$ cat config.mk
export PLATFORM = sky130hd
export DESIGN_NAME = rr_pick8
export DESIGN_NICKNAME = d
export VERILOG_FILES = /design/src/rtl/mux8_arb_pkg.sv /design/src/rtl/rr_pick8.sv
export SDC_FILE = /design/constraint.sdc
export NUM_CORES = 1
export LEC_CHECK = 0
export BUFFER_PORTS_ARGS = -buffer_cell sky130_fd_sc_hd__buf_2
export CAP_MARGIN = 20
export CORE_MARGIN = 2
export CORE_UTILIZATION = 40
export DETAILED_ROUTE_END_ITERATION = 8
export SLEW_MARGIN = 20
export SYNTH_ARGS = -nofsm -noshare
export SYNTH_HDL_FRONTEND = slang
export SYNTH_SLANG_ARGS = --single-unit
$ cat constraint.sdc
create_clock -name vclk -period 10.06
set_input_delay 2.012 -clock vclk [all_inputs]
set_output_delay 2.012 -clock vclk [all_outputs]
set_load 0.05 [all_outputs]
$ cat src/rtl/mux8_arb_pkg.sv
// mux8_arb_pkg: shared sizes, FSM state type and one-hot helper for the 8-way round-robin mux arbiter.
package mux8_arb_pkg;
  localparam int N_REQ = 8;
  localparam int SEL_W = 3;
  typedef enum logic {IDLE, GRANT} state_t;
  function automatic logic [N_REQ-1:0] onehot8(input logic [SEL_W-1:0] idx);
    return N_REQ'(1) << idx;
  endfunction
endpackage

$ cat src/rtl/rr_pick8.sv
// rr_pick8: combinational rotate-priority picker; ptr has top priority, masked requesters are skipped.
module rr_pick8
  import mux8_arb_pkg::*;
(
  input  logic [N_REQ-1:0] req,
  input  logic [SEL_W-1:0] ptr,
  input  logic [N_REQ-1:0] mask,
  output logic             any,
  output logic [SEL_W-1:0] idx
);
  logic [N_REQ-1:0] eff;
  assign eff = req & ~mask;
  // Scan farthest-first so the nearest eligible requester after ptr wins last.
  always_comb begin
    any = 1'b0;
    idx = '0;
    for (int i = N_REQ - 1; i >= 0; i--)
      if (eff[ptr + SEL_W'(i)]) begin
        any = 1'b1;
        idx = ptr + SEL_W'(i);
      end
  end
endmodule

======== Word level (Yosys, flattened, before mapping) ========
Index checks and enable logic that the tools add are counted.
storage, ports and cells
  bits in registers ....................... 0
  input port bits ......................... 19
  output and inout port bits .............. 4
cells by class
  add/subtract/negate cells ............... 7
  $lt $le $gt $ge ......................... 8
  mux-type cells .......................... 32
  bitwise operators ....................... 2
operator list
  cell                                                                  number
  3-bit by 4-bit < comparator with 1-bit output, second input constant  8
  1-bit binary-select mux with 3-bit select                             8
  3-bit 2-to-1 mux                                                      8
  1-bit 2-to-1 mux                                                      16
  3-bit adder, second input constant                                    4
  8-bit bitwise AND                                                     1
  8-bit NOT                                                             1
  3-bit by 2-bit adder with 3-bit output, second input constant         2
  3-bit by 1-bit adder with 3-bit output, second input constant         1

======== Depth between registers and ports, before layout ========
Gate-level depths: netlist of run 1.
  depth after elaboration ................. 12
  depth in mapped cells ................... 10
  depth with buffers taken out ............ 8

======== Least setup slack after synthesis of run 1 ========
Ideal clock, no wire load.
  kind .................................... input-to-output
  from .................................... input ptr[0]
  to ...................................... output idx[2]
  arrival time ............................ 4.602 ns
  data required time ...................... 8.048 ns
  setup slack ............................. 3.446 ns
  stages .................................. 10
  path through ............................ buf_6 > inv_4 > ha_1 > buf_4 > and4b_4 > o41ai_2 > a32oi_1 > a2111oi_2 > o21ai_1 > a211oi_2
between the ends
  longest elaborated chain between the ends .. 11
RTL lines
  what                                       RTL line                        RTL
  start, declared                            rr_pick8.sv:6                   input logic [SEL_W-1:0] ptr,
  3-bit adder                                rr_pick8.sv:18, rr_pick8.sv:20
  1-bit binary-select mux with 3-bit select  rr_pick8.sv:18                  if (eff[ptr + SEL_W'(i)]) begin
  1-bit 2-to-1 mux (not written as such)     rr_pick8.sv:18
  3-bit 2-to-1 mux (7 in series)             rr_pick8.sv:18
  3-bit 2-to-1 mux (*)                       rr_pick8.sv:18
  end, declared                              rr_pick8.sv:9                   output logic [SEL_W-1:0] idx
Mark *: on every way between the ends. The rest lies on a longest branch, timed or not. The select of a mux whose other input is x is not followed.

======== Worst setup path after layout of run 1 ========
Same ends and word-level chain as after synthesis.

==> results by group, run 1 <==
STA
  – Final setup fails: 0
  – Fin crit share: between 60% and 70%
  – RSZ-0062 raised after global routing: no
  – Rel. slew slack: a little over half
  – Worst Tran Pin Value: 0.6992 ns
  – Slew Limit Fails: 0
  – Final worst slack: 3.025 ns
  – Setup_tns: 0 ns
  – Minimum clock period: slightly above 7 ns
  – Max Freq: between 100 and 150 MHz
  – Final hold slack: between 4 and 5 ns
  – Hold Fails Final Rpt: 0

GRT
  – Initial antenna violation count: 0
  – First-pass GRT wire length: about 5.5 mm
  – Total GRT Usage: between 10% and 20%
  – Total grt overflow: 0
  – Vias in the first global route: 1102
  – Largest net degree at the start of global routing: 21

Outcome
  – Status: finished clean

Layout
  – Final instance area: around 0.0013 sq mm
  – Area growth from synthesis to layout: 6.955%
  – # diodes: 0
  – Final core utilization: 44.21%
  – Register area: 0 sq um
  – Sequential cell count: 0
  – Nets: 158
  – Clk_buf instances: 0
  – Layout cells sized above 1: 51.11%

CTS
  – Hold_buf cts: 0
  – Setup Buffers After CTS: 0
  – Resized cells post-CTS: 0

Power
  – Sw Share: between 50% and 60%
  – Static Leak: ~0.00050 uW
  – Reg power frac: 0%
  – Power per cell area: 68.68 mW/mm^2
  – Gate power share: 100.0%
  – Clock network fraction of design power: 0%
  – Max VDD drop: approximately 0.024 mV
  – Switch Pwr: between 50 and 60 uW
  – Internal power: about 39 uW

Min path
  – Hold Path Class: primary input to output port

Worst setup path
  – CP delay by family, top: compound AO/OA/AOI/OAI gates
  – CP bufs+invs: 3
  – Most frequent CP cell: buf_2
  – Class of the most critical setup path: primary input to output port
  – Critical Path RT: between 8 and 9 ns
  – Startpoint Class: primary input
  – CP peak stage delay: 0.60 ns
  – CP max stage cell: ha_1
  – Crit-path cells: buf_2 -> inv_4 -> ha_1 -> nor4bb_1 -> o41ai_2 -> a32oi_1 -> a2111oi_2 -> o21ai_1 -> a211oi_2 -> buf_2
  – Critical Path Fanout Max: 20
  – WP data arrival: between 5 and 6 ns
  – CP Capture Type: output port

Route
  – Drt first pass iters: 4
  – Routed WL per cell: roughly 20 um
  – Highest metal used: met4
  – Starting DRT DRC Count: 36
  – Vias/cell: a little under 7
  – # DRC: 0
  – WL met3: roughly 260 um
  – Final wirelength: roughly 3.3 mm
  – Post-DRT Antenna Nets: 0
  – Wire length on met2: approximately 1.5 mm
  – Met1 Routed Length: roughly 1.4 mm
  – Via count: between 1k and 1.5k

Synthesis
  – Syn. warnings: 0
  – Syn nets: between 100 and 150
  – Synth Cell Area: about 0.0012 sq mm
  – Top cells by area, synth: mux4_2 29%, a21oi_1 3.6%, nand2b_1 3.5%
  – Post-synth top cells: 16 x mux4_2, 9 x a21oi_1, 7 x nand2b_1
  – Post-synthesis sequential area ratio: 0%
  – Most frequent cell after synthesis: mux4_2
  – Cell count after synthesis: roughly 120
  – Syn Area/Cell: about 10 sq um
  – Cell type with the highest aggregate area in the netlist: mux4_2
  – Netlist cell types: 54
  – Yosys top cell area share: slightly below 30%

Floorplan
  – Core area: about 0.003 sq mm
  – Cell row count: 20
  – Die Area: about 0.0036 sq mm
  – I/O pin count: 23
  – Chip height: ~60 um
  – Initial core utilization: between 40% and 50%
  – Die W: between 50 and 60 um

Placement
  – Port Buffers: 23
  – DP Area: ~0.0013 sq mm
  – Final HPWL DP: ~2.7 mm
  – Gpl congestion: 0.8805
  – Pre-CTS worst setup slack: approximately 3 ns

Job
  – Max_cap viols: 0
layout make-up:
type / count / area, sq um
fill: 305 / 1675
multi-input combinational: 105 / 1140
timing repair buffer: 23 / 115.1
tap: 33 / 41.29
inverter: 7 / 31.28
layout by cell type (no fill, tap or decap), types with 3 or more instances in the layout:
cell type | netlist | routed
nor2_1 | 5 | 5
a22oi_1 | 3 | 3
a211oi_1 | 3 | 3
nor3_1 | 3 | 3
buf_2 | 0 | 23
nand2b_1 | 7 | 7
nor2b_1 | 3 | 3
inv_1 | 4 | 4
mux2i_1 | 4 | 4
mux4_2 | 16 | 16
a21oi_1 | 9 | 9
power groups by stage:
stage               combinational, uW  sequential (uW)  clock [uW]
CTS                              90.9                0           0
finish                           91.2                0           0
global placement                 89.0                0           0
detailed placement               90.4                0           0
global route                     97.9                0           0
floorplan                        74.0                0           0
metrics by stage:
| step | std cells | total power, uW |
|---|---|---|
| final | 168 | 91.17 |
| after global routing | 168 | 97.87 |
| after global placement | 168 | 88.96 |
| after detailed placement | 168 | 90.42 |
| after floorplan | 119 | 74.01 |
| after CTS | 168 | 90.91 |
metal layers:
layer | track usage, % | up-vias
met3 | 0.6494 | 7
met5 | 0 | -
met4 | 4.444 | 0
met1 | 29.35 | 538
met2 | 31.99 | 71
li1 | - | 528
final timing paths:
path / from / slack, ns / endpoint / cells after the start
setup / recovery: ptr[0] / 3.02 / idx[2] / 10
hold / removal: ptr[1] / 4.68 / idx[1] / 4
cell families (layout without fill, tap and decap cells):
logic type | Yosys count | in the layout | synth area share (%)
XOR/XNOR | 2 | 2 | 2.017
multiplexers | 25 | 25 | 39.52
adder cells (fa/ha/maj) | 2 | 2 | 2.016
AND/OR/NAND/NOR | 43 | 43 | 26.61
buffers and inverters | 14 | 30 | 8.164
AO/OA/AOI/OAI | 33 | 33 | 21.67
Power figures use the tool's default switching activity.
==> inputs of run 2 (changes only) <==
ABC_AREA = 1   (was default)
PLACE_DENSITY = 0.67   (was default)
clock period = 5.8 ns   (was 10.06 ns; I/O delays follow)
==> results by group, run 2 <==
Floorplan
  – Core area: 0.001727 sq mm
  – I/O pin count: 23
  – Die W: between 40 and 50 um
  – Initial core utilization: between 40% and 50%
  – Cell row count: 15
  – Die Area: approximately 0.0022 sq mm
  – Chip height: 47.00 um

Placement
  – Final HPWL DP: around 1.6 mm
  – Port Buffers: 23
  – Number of placed cells counting well taps: roughly 170
  – Gpl congestion: ~0.88

Power
  – Reg power frac: 0%
  – Max VDD drop: between 0.05 and 0.06 mV
  – Switch Pwr: about 84 uW
  – Sw Share: about two thirds
  – Gate power share: 100.0%
  – Power per cell area: between 100 and 150 mW/mm^2
  – PnR Total Power: roughly 120 uW
  – Static Leak: 0.0004625 uW
  – Internal power: 40.19 uW
  – Clock network fraction of design power: 0%

CTS
  – Setup Buffers After CTS: 0
  – Resized cells post-CTS: 0
  – Hold_buf cts: 0

STA
  – Setup_tns: 0 ns
  – Max Freq: 229.5 MHz
  – Rel. slew slack: approximately four fifths
  – Minimum clock period: 4.358 ns
  – Hold Fails Final Rpt: 0
  – Worst Tran Pin Value: a little under 0.3 ns
  – Slew Limit Fails: 0
  – Fin crit share: between 70% and 80%
  – Final setup fails: 0
  – RSZ-0062 raised after global routing: no

Layout
  – Sequential cell count: 0
  – Register area: 0 sq um
  – Final core utilization: about 50%
  – # diodes: 0
  – Layout cells sized above 1: 38.46%
  – Most frequent cells in the layout: 39 x nand3_1, 23 x buf_2, 20 x nand2_1
  – Most common cell after layout, fill and taps aside: nand3_1
  – Fillers: approximately 190
  – Clk_buf instances: 0
  – Nets: ~170
  – Multi-input gate area: around 620 sq um
  – Final std cells w/o fill: about 170
  – Area growth from synthesis to layout: 14.72%

GRT
  – Total grt overflow: 0
  – First-pass GRT wire length: around 3.2 mm
  – Total GRT Usage: between 10% and 20%
  – Largest net degree at the start of global routing: 12
  – Vias in the first global route: 766
  – Initial antenna violation count: 0

Synthesis
  – Post-synthesis sequential area ratio: 0%
  – Netlist cell types: 22
  – Cell type with the highest aggregate area in the netlist: nand3_1
  – Syn Area/Cell: about 6.0 sq um
  – Top cells by area, synth: nand3_1 26%, nand3_2 15%, nand2_1 10%
  – Cell count after synthesis: between 100 and 150
  – Post-synth top cells: 39 x nand3_1, 20 x nand2_1, 13 x inv_1
  – Yosys top cell area share: between 20% and 30%
  – Synth Cell Area: roughly 740 sq um
  – Syn nets: ~150
  – Syn. warnings: 0
  – Most frequent cell after synthesis: nand3_1

Worst setup path
  – Most frequent CP cell: nand2_1
  – Class of the most critical setup path: primary input to output port
  – Crit-path cells: buf_2 -> inv_2 -> ha_1 -> inv_1 -> nand3_1 -> nand2_1 -> nor2_1 -> inv_2 -> o21ai_2 -> a21oi_1 -> nand2_1 -> nand2_1 -> a21oi_2 -> buf_2
  – Startpoint Class: primary input
  – CP Capture Type: output port
  – CP delay by family, top: buffers and inverters
  – CP bufs+invs: 5
  – CP max stage cell: ha_1
  – WP data arrival: between 3 and 4 ns
  – Critical Path RT: roughly 4.6 ns
  – CP peak stage delay: 0.46 ns
  – Critical Path Fanout Max: 9

Job
  – Max_cap viols: 0

Route
  – Routed WL per cell: between 10 and 15 um
  – Vias/cell: roughly 5.2
  – Final wirelength: about 1.9 mm
  – Via count: 866
  – Drt first pass iters: 4
  – Post-DRT Antenna Nets: 0
  – # DRC: 0
  – Starting DRT DRC Count: 16

Min path
  – Hold Path Class: primary input to output port

Outcome
  – Status: finished clean
[run 2: layer usage]
layer	track usage, %	share of wire (%)	vias to the layer above
met5	0	0	-
met4	1.667	0	0
met3	0.7692	3.2	0
met2	31.51	45	21
met1	29.52	51	387
li1	-	-	458
[run 2: power by group through the flow]
| stage | Sequential (uW) | Clock, uW | Combinational [uW] |
|---|---|---|---|
| finish | 0 | 0 | 124 |
| global route | 0 | 0 | 137 |
| CTS | 0 | 0 | 124 |
| global placement | 0 | 0 | 123 |
| floorplan | 0 | 0 | 100 |
| detailed placement | 0 | 0 | 123 |
[run 2: cell type report]
cell class,instances,area share [%]
inverter,20,9.735
multi-input combinational,100,73.01
tap,25,3.687
timing repair buffer,23,13.57
[run 2: metrics by stage]
step | hold WS, ns | area (sq um) | worst slack (ns)
after CTS | 2.861 | 848.3 | 1.445
final | 2.860 | 848.3 | 1.442
after global placement | 2.854 | 848.3 | 1.458
after detailed placement | 2.861 | 848.3 | 1.444
after floorplan | 2.737 | 739.5 | 1.522
after global routing | 2.887 | 848.3 | 1.215
[run 2: logic make-up (layout without fill, tap and decap cells)]
kind of cell	after synthesis	after routing	synth area share (%)
AND/OR/NAND/NOR	82	82	61.59
adder cells (fa/ha/maj)	2	2	3.384
XOR/XNOR	3	3	8.122
buffers and inverters	24	43	16.24
AO/OA/AOI/OAI	13	13	10.66
[run 2: final timing paths]
check	to	startpoint	depth (start not counted)
setup / recovery	idx[1]	ptr[1]	14
hold / removal	idx[0]	ptr[0]	4
==> inputs of run 3 (changes only) <==
clock period = 3.7 ns   (was 5.8 ns; I/O delays follow)
==> results by group, run 3 (synthesized netlist as in run 2, its figures left out) <==
STA
  – Setup_tns: 0 ns
  – Final hold slack: between 2 and 2.5 ns
  – Fin crit share: 90.96%
  – Rel. slew slack: about four fifths
  – RSZ-0062 raised after global routing: no
  – Slew Limit Fails: 0
  – Final setup fails: 0
  – Minimum clock period: 3.365 ns
  – Max Freq: between 200 and 300 MHz
  – Hold Fails Final Rpt: 0
  – Worst Tran Pin Value: 0.2953 ns

Power
  – Sw Share: roughly two thirds
  – PnR Total Power: 195.5 uW
  – Max VDD drop: roughly 0.092 mV
  – Internal power: between 60 and 70 uW
  – Reg power frac: 0%
  – Clock network fraction of design power: 0%
  – Gate power share: between 90% and 100%
  – Static Leak: around 0.00047 uW
  – Switch Pwr: 131.0 uW
  – Power per cell area: between 200 and 250 mW/mm^2

Worst setup path
  – WP data arrival: 2.63 ns
  – CP Capture Type: output port
  – Class of the most critical setup path: primary input to output port
  – Critical Path RT: 2.96 ns
  – Startpoint Class: primary input
  – Critical Path Fanout Max: 10

Route
  – Via count: 882
  – # DRC: 0
  – Post-DRT Antenna Nets: 0
  – Starting DRT DRC Count: 26
  – Final wirelength: between 1.5 and 2 mm
  – Drt first pass iters: 4
  – Routed WL per cell: around 11 um
  – Vias/cell: 5.188

Floorplan
  – Core area: around 0.0017 sq mm
  – Cell row count: 15
  – Chip height: 47.00 um
  – Die Area: 0.002209 sq mm
  – Initial core utilization: between 40% and 50%
  – Die W: approximately 47 um
  – I/O pin count: 23

Layout
  – Register area: 0 sq um
  – Most frequent cells in the layout: 39 x nand3_1, 23 x buf_2, 20 x nand2_1
  – Sequential cell count: 0
  – Area growth from synthesis to layout: 16.75%
  – Nets: 168
  – Most common cell after layout, fill and taps aside: nand3_1
  – Layout cells sized above 1: roughly two fifths
  – Clk_buf instances: 0
  – # diodes: 0
  – Final instance area: ~860 sq um
  – Final std cells w/o fill: 170

GRT
  – Total GRT Usage: roughly 20%
  – Initial antenna violation count: 0
  – First-pass GRT wire length: approximately 3.3 mm
  – Largest net degree at the start of global routing: 11
  – Total grt overflow: 0
  – Vias in the first global route: around 800

Placement
  – Port Buffers: 23
  – Number of placed cells counting well taps: 170
  – Gpl congestion: between 0.8 and 0.9
  – Final HPWL DP: ~1.7 mm
  – DP Area: 863.3 sq um

Job
  – Max_cap viols: 0

Min path
  – Hold Crit Start: ptr[0]
  – Hold depth: 5
  – Hold Path Class: primary input to output port
  – Hold endpoint: idx[0]

CTS
  – Hold_buf cts: 0
  – Setup Buffers After CTS: 0
  – Resized cells post-CTS: 0

Outcome
  – Status: finished clean
run 3: cell count changes in the layout (fill, tap and decap cells not counted):
cell   delta
buf_4     +2
run 3: layout make-up:
| class | instances | area (sq um) |
|---|---|---|
| fillers | 192 | 863.3 |
| well taps | 25 | 31.28 |
| multi-input cells | 100 | 619.3 |
| repair buffers | 25 | 130.1 |
| inverters | 20 | 82.58 |
run 3: worst max-delay path by stage:
stage	cells after the start	slack, ns	endpoint	start
floorplan	14	0.26	idx[0]	ptr[1]
global placement	14	0.36	idx[1]	ptr[0]
detailed placement	14	0.33	idx[1]	ptr[0]
CTS	14	0.32	idx[1]	ptr[0]
global route	15	0.13	idx[1]	ptr[0]
finish	14	0.33	idx[1]	ptr[0]
run 3: power groups by stage:
stage	clock [uW]	combinational [uW]	sequential, uW
global route	0	218	0
floorplan	0	157	0
global placement	0	195	0
CTS	0	196	0
detailed placement	0	195	0
finish	0	195	0
run 3: routing by layer:
metal  global-route usage [%]  up-vias  part of all wire (%)
li1                         -      461                     -
met1                    26.48      397                    47
met2                    35.89       24                    49
met4                    1.667        0                     0
met3                   0.3846        0                   3.6
met5                        0        -                     0
run 3: worst max-delay path, stage by stage:
cell and delay [ns]:
buf_2 0.14, inv_8 0.06, ha_1 0.43, inv_1 0.16
nand3_1 0.13, nand2_1 0.08, nor2_1 0.11, inv_2 0.05
o21ai_2 0.11, a21oi_1 0.12, nand2_1 0.08, nand2_1 0.06
a21oi_2 0.10, buf_2 0.26
run 3: per-stage QoR:
step / worst slack, ns / util, %
after floorplan: 0.2621 / -
after global placement: 0.3586 / 50.00
after detailed placement: 0.3321 / 50.00
after CTS: 0.3243 / 50.00
after global routing: 0.1303 / 50.00
final: 0.3346 / 50.00
